`config.mk`:
```
export PLATFORM = sky130hd
export DESIGN_NAME = imem_line_responder
export DESIGN_NICKNAME = d
export VERILOG_FILES = /design/src/rtl/imem_line_responder.sv
export SDC_FILE = /design/constraint.sdc
export NUM_CORES = 1
export LEC_CHECK = 0
export CAP_MARGIN = 30
export CORE_MARGIN = 4
export CORE_UTILIZATION = 55
export CTS_BUF_LIST = sky130_fd_sc_hd__clkbuf_8 sky130_fd_sc_hd__clkbuf_16
export DETAILED_ROUTE_END_ITERATION = 16
export GPL_ROUTABILITY_DRIVEN = 0
export PLACE_DENSITY = 0.81
export SKIP_LAST_GASP = 1
export SLEW_MARGIN = 15
export SYNTH_ARGS = -nofsm -noshare
export SYNTH_HDL_FRONTEND = slang
export SYNTH_SLANG_ARGS = --single-unit
export TNS_END_PERCENT = 30
```
`constraint.sdc`:
```
create_clock -name clk -period 2.3 [get_ports clk]
set_input_delay 0.46 -clock clk [delete_from_list [all_inputs] [get_ports clk]]
set_output_delay 0.46 -clock clk [all_outputs]
set_load 0.005 [all_outputs]
```
`src/rtl/imem_line_responder.sv`:
```
// imem_line_responder: single-outstanding instruction fetch responder backed
// by a one-line (32 B) fill buffer that is refilled from a 4x64-bit burst memory.
// Ports:
//   clk, rst_n            - clock, async active-low reset
//   imem_addr/rmask/inv   - fetch request (any nonzero rmask), line invalidate
//   imem_rdata/resp       - registered response word and one-cycle strobe
//   bmem_addr/read        - burst request, held until bmem_ready
//   bmem_ready            - burst request accepted
//   bmem_raddr/rdata/rvalid - returning burst beats, in order 0..3
module imem_line_responder (
  input  logic        clk,
  input  logic        rst_n,
  input  logic [31:0] imem_addr,
  input  logic [3:0]  imem_rmask,
  output logic [31:0] imem_rdata,
  output logic        imem_resp,
  input  logic        imem_inv,
  output logic [31:0] bmem_addr,
  output logic        bmem_read,
  input  logic        bmem_ready,
  input  logic [31:0] bmem_raddr,
  input  logic [63:0] bmem_rdata,
  input  logic        bmem_rvalid
);

  localparam int unsigned TAG_W  = 27;
  localparam int unsigned BEAT_W = 64;
  localparam int unsigned NBEATS = 4;

  typedef enum logic [1:0] {IDLE, REQ, FILL} state_e;

  state_e                       state_q, state_d;
  logic [NBEATS-1:0][BEAT_W-1:0] line_q, line_d;
  logic [TAG_W-1:0]             tag_q, tag_d;
  logic                         valid_q, valid_d;
  logic [1:0]                   beat_cnt_q, beat_cnt_d;
  logic [31:2]                  addr_q, addr_d;
  logic                         inv_pend_q, inv_pend_d;
  logic                         resp_q, resp_d;
  logic [31:0]                  rdata_q, rdata_d;
  logic                         read_q, read_d;
  logic [31:0]                  baddr_q, baddr_d;

  logic                         req_c;
  logic                         hit_c;
  logic [BEAT_W-1:0]            fill_beat_c;

  // Word offset bits and the returning line address carry no extra information.
  logic                         unused_ok;
  assign unused_ok = ^{imem_addr[1:0], bmem_raddr};

  assign req_c = |imem_rmask;
  assign hit_c = valid_q && (imem_addr[31:5] == tag_q) && !imem_inv;
  // Beat 3 is still on the bus when the response word is chosen.
  assign fill_beat_c = (addr_q[4:3] == 2'd3) ? bmem_rdata : line_q[addr_q[4:3]];

  // Next-state and registered-output logic.
  always_comb begin
    state_d    = state_q;
    line_d     = line_q;
    tag_d      = tag_q;
    valid_d    = valid_q;
    beat_cnt_d = beat_cnt_q;
    addr_d     = addr_q;
    inv_pend_d = inv_pend_q;
    resp_d     = 1'b0;
    rdata_d    = rdata_q;
    read_d     = read_q;
    baddr_d    = baddr_q;

    if (imem_inv) valid_d = 1'b0;

    unique case (state_q)
      IDLE: begin
        if (req_c) begin
          if (hit_c) begin
            resp_d  = 1'b1;
            rdata_d = imem_addr[2] ? line_q[imem_addr[4:3]][63:32]
                                   : line_q[imem_addr[4:3]][31:0];
          end else begin
            // Line contents are about to be overwritten beat by beat.
            valid_d    = 1'b0;
            addr_d     = imem_addr[31:2];
            baddr_d    = {imem_addr[31:5], 5'b0};
            read_d     = 1'b1;
            inv_pend_d = 1'b0;
            state_d    = REQ;
          end
        end
      end
      REQ: begin
        if (imem_inv) inv_pend_d = 1'b1;
        if (bmem_ready) begin
          read_d     = 1'b0;
          beat_cnt_d = 2'd0;
          state_d    = FILL;
        end
      end
      FILL: begin
        if (imem_inv) inv_pend_d = 1'b1;
        if (bmem_rvalid) begin
          line_d[beat_cnt_q] = bmem_rdata;
          beat_cnt_d         = beat_cnt_q + 2'd1;
          if (beat_cnt_q == 2'd3) begin
            tag_d   = addr_q[31:5];
            // An invalidate seen at any point of the fill leaves the line invalid.
            valid_d = !(inv_pend_q || imem_inv);
            resp_d  = 1'b1;
            rdata_d = addr_q[2] ? fill_beat_c[63:32] : fill_beat_c[31:0];
            state_d = IDLE;
          end
        end
      end
      default: state_d = IDLE;
    endcase
  end

  // State register.
  always_ff @(posedge clk or negedge rst_n) begin
    if (!rst_n) begin
      state_q    <= IDLE;
      line_q     <= '0;
      tag_q      <= '0;
      valid_q    <= 1'b0;
      beat_cnt_q <= 2'd0;
      addr_q     <= '0;
      inv_pend_q <= 1'b0;
      resp_q     <= 1'b0;
      rdata_q    <= 32'd0;
      read_q     <= 1'b0;
      baddr_q    <= 32'd0;
    end else begin
      state_q    <= state_d;
      line_q     <= line_d;
      tag_q      <= tag_d;
      valid_q    <= valid_d;
      beat_cnt_q <= beat_cnt_d;
      addr_q     <= addr_d;
      inv_pend_q <= inv_pend_d;
      resp_q     <= resp_d;
      rdata_q    <= rdata_d;
      read_q     <= read_d;
      baddr_q    <= baddr_d;
    end
  end

  assign imem_resp  = resp_q;
  assign imem_rdata = rdata_q;
  assign bmem_read  = read_q;
  assign bmem_addr  = baddr_q;

endmodule

```
-- Word level (Yosys, flattened, before mapping)
Index checks and enable logic that the tools add are counted.
- word-level logic and storage cells: 96
- register bits after elaboration: 380
- output and inout bits: 66
- bits of input ports: 137
- equal/unequal tests: 12
- add/subtract/negate cells: 1
- $lt $le $gt $ge: 4
- bitwise gates (word level): 1
- multiplexer cells: 43
- reduce and logical (&&, ||, !) cells: 21
- operators with widths (kind ; number):
    binary-select mux 64 bit (select 2 bit) ; 2
    bitwise mux 256 bit ; 1
    two-way mux 64 bit ; 4
    two-way mux 32 bit ; 6
    demux 64 bit (select 2 bit) ; 1
    one-hot mux 32 bit (2 select lines) ; 1
    equality test 27 bit ; 1
    two-way mux 1 bit ; 15
    two-way mux 2 bit ; 7
    inequality test 2 bit (second input constant) ; 6
    AND reduction 5 bit ; 2
    less-than comparator 2 x 3 -> 1 bit (second input constant) ; 3
    AND reduction 3 bit ; 3
    one-hot mux 1 bit (2 select lines) ; 4
    AND reduction 4 bit ; 2
    nonzero test 2 bit ; 4
    equality test 2 bit (second input constant) ; 3
    one-hot mux 2 bit (3 select lines) ; 1
    one-hot mux 2 bit (2 select lines) ; 1
    OR reduction 4 bit ; 1
    logical AND 1 bit ; 3
    adder 2 x 1 -> 2 bit (second input constant) ; 1
    equality test 2 x 1 -> 1 bit (second input constant) ; 1
    greater-or-equal comparator 2 x 1 -> 1 bit (second input constant) ; 1
    other kinds (7) ; 8

-- Logic depth before layout (Yosys ltp)
- depth after elaboration: 7
- mapped depth: 9
- depth with buffers taken out: 7

-- Worst setup path before layout
OpenSTA, ideal clock, no wires.
- kind: register -> register
- from: reg state_q[1]
- to: reg rdata_q[10], in the netlist imem_rdata[10]
- stages on the path, launching flop included: 10
- library setup time: 0.125 ns
- path slack: 0.204 ns
- required time: 2.175 ns
- clock period less this slack: 2.096 ns
- arrival: 1.971 ns
- buffers on the path: 2
- path through: dfrtp_1 > inv_1 > ha_1 > clkbuf_2 > nand2b_1 > a211oi_1 > nand4_1 > o22ai_4 > buf_8 > mux2_4
- longest elaborated chain between the ends: 3
- elaborated cells on any way between the ends: 9
- those cells by class: 5 x eq/ne; 1 x mux; 3 x reduce/logical
- ends and longest elaborated chain (element ; line ; RTL):
    from (decl) ; 32 ; state_e state_q, state_d;
    from (signal assigned) ; 133 ; state_q <= state_d;
    equality test 2 bit / zero test 2 bit (equally long branches) ; 73 ; unique case (state_q)
    inequality test 2 bit (no line) / nonzero test 2 bit (equally long branches) ; n/a ;
    AND reduction 5 bit (no line) ; n/a ;
    to (signal assigned) ; 141 ; rdata_q <= rdata_d;
    to (decl) ; 40 ; logic [31:0] rdata_q, rdata_d;
Several ways; a longest one is shown, not always the timed one.
A chain may end at the register's enable or synchronous reset.

-- Worst setup path in the final report
- from: reg tag_q[14]
- to: reg rdata_q[0], in the netlist imem_rdata[0]
- longest elaborated chain between the ends: 5
- ends and longest elaborated chain (element ; line ; RTL):
    from (decl) ; 34 ; logic [TAG_W-1:0] tag_q, tag_d;
    from (signal assigned) ; 135 ; tag_q <= tag_d;
    equality test 27 bit ; 53 ; assign hit_c = valid_q && (imem_addr[31:5] == tag_q) && !imem_inv;
    logical AND 1 bit (2 in a row) ; 53 ;
    inequality test 2 bit (no line) ; n/a ;
    AND reduction 5 bit (no line) ; n/a ;
No other way between the ends.

==> metrics.cfg <==
[worst_setup_path]
ff2ff_setup_slack_ps=120
crit_start=tag_q[14]
r2r-start=tag_q[14]
path_buf_inv=3
critPathTopFamily=simple AND/OR/NAND/NOR gates
crit_arrival_ps=2580
cp.required_ps=2700
path_cells=xor2_1 -> nor4_2 -> buf_4 -> nand4_1 -> o22ai_4 -> buf_4 -> buf_12 -> mux2_2
crit_type=flop to flop
end_kind=flop
critPathMaxFanout=10
critical-path-max-stage-delay_ps=390
critical_path.most_common_cell=buf_4
crit_slowest_cell=dfrtp_1
cp-start-kind=flop

[placement]
portBuffers=163
place_inst=1692
pre_cts_slack_ps=-451
dp_hpwl_um=25900

[floorplanning]
row_count=65
io_pins=203
initial_core_util_pct=56.1
die_h_um=188
die_area_um2=35400
core_um2=31800
die_x_um=188

[clock_tree]
clock_latency_ps=520
clock_path_buffers=3
clk_pin_slew_ps=60
cts-htree-levels=2
cts_buffers=39
cts_root_buf=clkbuf_16
cts_tree=yes
cts_num_sinks=353

[timing]
worst_slew_pin_slew_ps=610
slew_viol_final=0
period_minus_slack_ps=2180
clock_skew_ps=12.1
rsz0062_at_grt=false
hold_slack_ps=479
fin_ws_ps=116
finalHoldViolCount=0
setup_viol_count_final=0
clock.fmax_ghz=0.458
final.period_utilization_pct=94.9
worst_slew_margin_rel_pct=59.3

[layout]
antenna_cells=0
stdcell_count=1761
area_growth_pct=20.8
nets=1448
nFillCells=2132
utilization_pct=67.8
layout-drive-gt1-share_pct=46.9
final_common_cell=dfrtp_1
regArea_um2=8840
final_cell_mix=351 x dfrtp_1, 285 x mux2_2, 160 x clkdlybuf4s50_1
multi_input_area_um2=8390

[global_route]
grt_max_degree=67
grt_pass1_wl_um=66400
grt_pass1_vias=11826
antenna_found_initial=3
grt_usage_pct=23.4
overflow=0

[synth]
synth_cell_types=44
synth-seq-area-share_pct=49.5
yosysWarningCount=0
avgSynthCellArea_um2=15.7
synth_top_area_share_pct=49.5
netlist_instances=1137
ys_top_cells_by_area=dfrtp_1 50%, mux2_2 18%, mux4_2 16%, mux2_4 5.1%, o22ai_1 2.3%
syn_area_um2=17800
ys_ff_latch=353
synth_area_leader_cell=dfrtp_1

[power_and_ir_drop]
leakage_nw=9.47
vdd_drop_max_mv=0.877
powerDensity_nw_per_um2=1320

[detailed_routing]
avgViaCountPerCell=6.11
dr.pass1.iters=5
routed_wl_um=40500
wire_per_inst_um=23.0
ant_nets=0
dr.first_iter.drc_count=695
vias=10753
drcViolationCount=0

[job]
maxCapViolCount=0

[run_status]
status=finished, final reports clean

[hold_path]
hold_class=input port to async pin

-- cell type report --
class	count	area share, %
clock inverter	15	0.598
tap	435	2.53
multi-input combinational	672	38.9
clock buffer	48	5.21
inverter	6	0.105
timing repair buffer	232	11.6
sequential	353	41.0
-- per-stage QoR --
| stage | setup TNS [ps] | cell area, um^2 | total power, W |
|---|---|---|---|
| global placement | -21820 | 20200 | 0.0218 |
| global route | 0 | 21500 | 0.0300 |
| floorplan | 0 | 17800 | 0.0189 |
| finish | 0 | 21500 | 0.0284 |
| CTS | 0 | 21500 | 0.0286 |
| detailed placement | -22910 | 20200 | 0.0223 |
-- sequential cells by signal, summed over array words and instances, names as in the netlist --
register    count
line_q        256
inv_pend_q      1
addr_q         30
beat_cnt_q      2
imem_rdata     32
imem_resp       1
state_q         2
valid_q         1
tag_q          27
bmem_read       1
-- cell usage after synthesis (all sizes together) --
| cell | instances |
|---|---|
| inv | 6 |
| and4 | 1 |
| mux4 | 128 |
| buf | 85 |
| o311ai | 1 |
| o2111ai | 1 |
| or4 | 1 |
| a31oi | 2 |
| a21oi | 5 |
| clkbuf | 25 |
| nand3 | 7 |
| dfrtp | 353 |
| or2 | 1 |
| nand2 | 8 |
| a2111o | 2 |
| nand2b | 5 |
| ha | 7 |
| nor4 | 8 |
| mux2 | 345 |
| conb | 1 |
| mux2i | 2 |
| a21boi | 1 |
| o211ai | 1 |
| nor3 | 1 |
| nand4 | 2 |
| a22o | 2 |
| o21ai | 6 |
| and3 | 1 |
| o22ai | 66 |
| xor2 | 27 |
| a211oi | 1 |
| nor2 | 34 |
| o311a | 1 |
-- what timing repair did --
action | 4_1_cts | 5_1_grt
pin swaps | 2 | 3
hold buffers | 1 | 0
setup endpoints to repair | 2 | 32
cloned | 1 | 0
hold endpoints to repair | 56 | 0
resized for setup | 3 | 1
setup buffers | 3 | 1
-- metal layers --
layer	GRT usage, %	part of all wire, %	wire (um)	vias to the layer above
met4	5.87	2.2	872	6
met2	38.9	49	20000	338
met5	0	0.086	35	-
met3	4.64	6.4	2570	72
met1	32.0	42	17000	5675
li1	-	-	-	4662
-- final timing paths --
kind                                 end  cells past startpoint
setup / recovery           imem_rdata[0]                      8
hold / removal                line_q[83]                      2
setup reg to reg           imem_rdata[0]                      8
hold reg to reg              line_q[247]                      1
max in group asynchronous       tag_q[4]                      3
min in group clk             line_q[247]                      1
-- where the power goes --
| part | leakage [nW] | internal [W] | switching [W] |
|---|---|---|---|
| Combinational | 4.34 | 0.00715 | 0.00399 |
| Sequential | 4.49 | 0.00914 | 0.00201 |
| Clock | 0.645 | 0.00365 | 0.00244 |
| Total | 9.47 | 0.0199 | 0.00844 |
-- kinds of logic (layout without fill, tap and decap cells) --
| group | after synthesis | count (layout) | synth area share, % |
|---|---|---|---|
| buffers and inverters | 116 | 301 | 3.85 |
| other | 1 | 5 | 0.0210 |
| AOI/OAI and AO/OA | 89 | 89 | 3.30 |
| and+or+nand+nor | 69 | 69 | 2.15 |
| muxes | 475 | 475 | 39.3 |
| DFF | 353 | 353 | 49.5 |
| adders and majority gates | 7 | 7 | 0.491 |
| xor gates and xnor gates | 27 | 27 | 1.33 |
-- worst register-to-register path, stage by stage (launching register included) --
cell	delay (ps)
dfrtp_1	390
xor2_1	170
nor4_2	370
buf_4	180
nand4_1	120
o22ai_4	180
buf_4	150
buf_12	150
mux2_2	350
Power figures use the tool's default switching activity.
